===== src/rtl/baccarat_fsm.sv =====
// Baccarat game sequencer: deals four cards, applies the third-card rules, then lights the winner.
// Define BACCARAT_FSM_DBG_EN to expose the state encoding on state_dbg.
module baccarat_fsm (
  input  logic       slow_clock,
  input  logic       resetb,
  input  logic [3:0] pscore,
  input  logic [3:0] dscore,
  input  logic [3:0] pcard3,
  output logic       load_pcard1,
  output logic       load_pcard2,
  output logic       load_pcard3,
  output logic       load_dcard1,
  output logic       load_dcard2,
  output logic       load_dcard3,
  output logic       player_win_light,
  output logic       dealer_win_light
`ifdef BACCARAT_FSM_DBG_EN
  ,
  output logic [3:0] state_dbg
`endif
);

  typedef enum logic [3:0] {
    S_P1     = 4'd0,
    S_D1     = 4'd1,
    S_P2     = 4'd2,
    S_D2     = 4'd3,
    S_EVAL1  = 4'd4,
    S_P3     = 4'd5,
    S_EVAL2  = 4'd6,
    S_D3     = 4'd7,
    S_RESULT = 4'd8
  } state_t;

  state_t     state;
  logic [3:0] pval;
  logic       natural, player_draw, dealer_draw;

  // Face cards and tens count as zero.
  assign pval        = (pcard3 >= 4'd10) ? 4'd0 : pcard3;
  assign natural     = (pscore >= 4'd8) || (dscore >= 4'd8);
  assign player_draw = (pscore <= 4'd5);

  always_comb begin
    dealer_draw = 1'b0;
    case (dscore)
      4'd0, 4'd1, 4'd2: dealer_draw = 1'b1;
      4'd3:             dealer_draw = (pval != 4'd8);
      4'd4:             dealer_draw = (pval >= 4'd2) && (pval <= 4'd7);
      4'd5:             dealer_draw = (pval >= 4'd4) && (pval <= 4'd7);
      4'd6:             dealer_draw = (pval >= 4'd6) && (pval <= 4'd7);
      default:          dealer_draw = 1'b0;
    endcase
  end

  always_ff @(posedge slow_clock or negedge resetb) begin
    if (!resetb) begin
      state <= S_P1;
    end else begin
      case (state)
        S_P1:    state <= S_D1;
        S_D1:    state <= S_P2;
        S_P2:    state <= S_D2;
        S_D2:    state <= S_EVAL1;
        S_EVAL1: begin
          if (natural)                  state <= S_RESULT;
          else if (player_draw)         state <= S_P3;
          else if (dscore <= 4'd5)      state <= S_D3;
          else                          state <= S_RESULT;
        end
        S_P3:    state <= S_EVAL2;
        S_EVAL2: state <= dealer_draw ? S_D3 : S_RESULT;
        S_D3:    state <= S_RESULT;
        default: state <= S_RESULT;
      endcase
    end
  end

  // Outputs are gated by resetb so they drop the instant reset asserts
  // and load_pcard1 rises on release without waiting for a clock.
  assign load_pcard1      = resetb && (state == S_P1);
  assign load_dcard1      = resetb && (state == S_D1);
  assign load_pcard2      = resetb && (state == S_P2);
  assign load_dcard2      = resetb && (state == S_D2);
  assign load_pcard3      = resetb && (state == S_P3);
  assign load_dcard3      = resetb && (state == S_D3);
  assign player_win_light = resetb && (state == S_RESULT) && (pscore >= dscore);
  assign dealer_win_light = resetb && (state == S_RESULT) && (dscore >= pscore);

`ifdef BACCARAT_FSM_DBG_EN
  assign state_dbg = resetb ? state : 4'd0;
`endif

endmodule

===== config.mk =====
export PLATFORM = sky130hd
export DESIGN_NAME = baccarat_fsm
export DESIGN_NICKNAME = d
export VERILOG_FILES = /design/src/rtl/baccarat_fsm.sv
export SDC_FILE = /design/constraint.sdc
export NUM_CORES = 1
export LEC_CHECK = 0
export ABC_AREA = 1
export BUFFER_PORTS_ARGS = -buffer_cell sky130_fd_sc_hd__buf_2
export CAP_MARGIN = 20
export CORE_AREA = 2 2 39 41
export DETAILED_ROUTE_END_ITERATION = 6
export DIE_AREA = 0 0 41 43
export HOLD_SLACK_MARGIN = 0.06
export PLACE_DENSITY = 0.73
export SYNTH_ARGS = -nofsm -noshare
export SYNTH_HDL_FRONTEND = slang
export SYNTH_SLANG_ARGS = --single-unit

===== constraint.sdc =====
create_clock -name slow_clock -period 3 [get_ports slow_clock]
set_input_delay 0.45 -clock slow_clock [delete_from_list [all_inputs] [get_ports slow_clock]]
set_output_delay 0.45 -clock slow_clock [all_outputs]
set_load 0.02 [all_outputs]

==> impl_metrics.json <==
{
  "finalCritPeriodShare": 0.6890,
  "powerDensity_nw_per_um2": 312.2,
  "detail_route.wl_per_cell_um": 9.144,
  "critPathRequiredTime_ps": 2550,
  "first_pass_iters": 4,
  "min_path_type": "in2reg",
  "p_clk_frac": 0.316,
  "placed_cells": 121,
  "route.vias.total": 583,
  "ys_seq_area_frac": 0.2010,
  "maxCapViolCount": 0,
  "drive_gt1_frac": 0.2936,
  "grt_pass1_wl_um": 1807,
  "grt_max_degree": 8,
  "power_leakage_uw": 0.0003876,
  "finalMaxSlewViolations": 0,
  "clkLatencyLatePin_ps": 230,
  "cts_buffers": 3,
  "final_nets": 129,
  "tightest_slew_ps": 236.4,
  "clock_path_buffers": 2,
  "yosys.area.top_type": "dfrtp_1",
  "report.power.total_uw": 204.7,
  "die_y_um": 43,
  "wl_um": 1143,
  "min_path_cells": 4,
  "hold_viol_final": 0,
  "core_um2": 1384,
  "num_rows": 14,
  "p_sw_frac": 0.3521,
  "arrival_ps": 1620,
  "min_period_ps": 2067,
  "area_delta_synth_final_pct": 31.66,
  "cts_tree": "done",
  "largest_reg_flops": 4,
  "cp_max_fo": 7,
  "design_area_um2": 655.6,
  "postRouteAntennaNets": 0,
  "comb_power_share": 0.357,
  "port_buffers": 21,
  "switchingPower_uw": 72.08,
  "h-tree-depth": 1,
  "largest-register": "state",
  "tns_ps": 0,
  "rsz0062_at_grt": "no",
  "drtIter0Drc": 12,
  "status": "complete, no violations",
  "viasPerCell": 4.664,
  "place.gp.congestion": 0.7876,
  "skew_ps": 5.321,
  "ys_ff_latch": 4,
  "synth_fp_nets": 102,
  "final_cell_count_no_fill": 125,
  "seqPwrFrac": 0.327,
  "drc": 0,
  "cp-end-kind": "primary output",
  "die_area_um2": 1763,
  "worst-setup-path-type": "in2out",
  "irDropWorstVdd_v": 0.0002652,
  "clk_pin_slew_worst_paths_ps": 30,
  "diodes": 0,
  "cts_root_buffer": "clkbuf_4",
  "yosys.area.top_type_share": 0.2010,
  "reg.largest.list": "state x4",
  "track_usage": 0.1514,
  "post_cts_buffers": 0,
  "place.detailed.hpwl_um": 989.7,
  "yosys-top-cells-area": "dfrtp_1, nand2_1, inv_1",
  "place_area_um2": 623.1,
  "fmax_ghz": 0.4838,
  "initial_utilization": 0.3599,
  "synth_area_per_cell_um2": 5.928,
  "reg2reg_depth": 5,
  "internal_power_uw": 132.6,
  "timing.slew.headroom": 0.8407,
  "ys_warn_count": 0,
  "grt-ovfl-total": 0,
  "synth_area_um2": 498.0,
  "setup_violations": 0,
  "reg2reg_slack_ps": 1870,
  "grt_pass1_vias": 516,
  "synthCells": 84,
  "clock_sinks": 4,
  "antenna_found_initial": 0,
  "io_pins": 22,
  "synth.distinct_cells": 17,
  "start_kind": "input pin",
  "die_width_um": 41
}
-- cell usage after synthesis --
cell / instances
nand2_1: 19
inv_1: 16
nor2_1: 14
nand3_1: 6
dfrtp_1: 4
ha_1: 4
a21oi_1: 3
inv_2: 3
nand4_1: 3
nor3_1: 3
nor2_2: 2
o21bai_1: 2
a31oi_1: 1
nand3_2: 1
nor3_4: 1
o21ai_0: 1
o21ai_2: 1
-- cell usage in the layout (no fill, tap or decap), drive strengths merged --
master       netlist  layout
a21oi              3       3
a31oi              1       1
buf                0      21
clkbuf             0       3
dfrtp              4       4
dlygate4sd3        0       1
ha                 4       4
inv               19      19
nand2             19      19
nand3              7       7
nand4              3       3
nor2              16      16
nor3               4       4
o21ai              2       2
o21bai             2       2
-- through the flow --
| step | hold slack, ps | util | setup WS (ps) |
|---|---|---|---|
| after global placement | 278.6 | 0.4503 | 1146 |
| after detailed placement | 279.3 | 0.4503 | 1120 |
| after floorplan | 154.4 | - | 1193 |
| after CTS | 548.5 | 0.4738 | 931.3 |
| after global routing | 564.7 | 0.4738 | 847.4 |
| final | 541.5 | 0.4738 | 933.1 |
-- power groups by stage --
stage	clock (µW)	sequential [µW]	combinational, µW
floorplan	0	65.6	49.3
global placement	0	67.2	70.9
detailed placement	0	67.6	72.7
global route	72.6	67.6	83.5
finish	64.7	66.9	73.2
CTS	67.4	66.9	74.1
-- cells by family after synthesis --
group	synth area share
flip-flops	0.2010
adder cells (fa/ha/maj)	0.1005
buffers and inverters	0.1432
AO/OA/AOI/OAI	0.1005
AND/OR/NAND/NOR	0.4548
-- critical path: stages --
cell	delay, ps
dlygate4sd3_1	520
buf_2	180
inv_1	90
nor3_1	180
buf_2	190
-- worst paths after layout --
check                                   startpoint            endpoint
min in group asynchronous                   resetb  state[2]$_DFF_PN0_
worst max-delay path                        resetb         load_dcard3
worst max register to register  state[0]$_DFF_PN0_  state[1]$_DFF_PN0_
max in group asynchronous                   resetb  state[1]$_DFF_PN0_
worst min-delay path                     pcard3[3]  state[0]$_DFF_PN0_
worst min register to register  state[3]$_DFF_PN0_  state[3]$_DFF_PN0_
-- what timing repair did --
item                      CTS  global route
gates resized for setup     0             0
hold buffers                1             0
hold endpoints to repair    4             0
-- layout make-up --
type | count | area [µm²]
Timing Repair Buffer | 22 | 115.1
Fill cell | 152 | 728.2
Inverter | 19 | 71.32
Sequential cell | 4 | 100.1
Tap cell | 16 | 20.02
Multi-Input combinational cell | 61 | 326.6
Clock buffer | 3 | 22.52
-- routing by layer --
layer,vias to the layer above,routed length [µm],global-route usage,share of wire
met1,246,497,0.1699,0.43
li1,317,-,-,-
met2,20,541,0.2500,0.47
met4,0,0,0.04000,0
met5,-,0,0,0
met3,0,105,0.06283,0.092
Power figures use the tool's default switching activity.
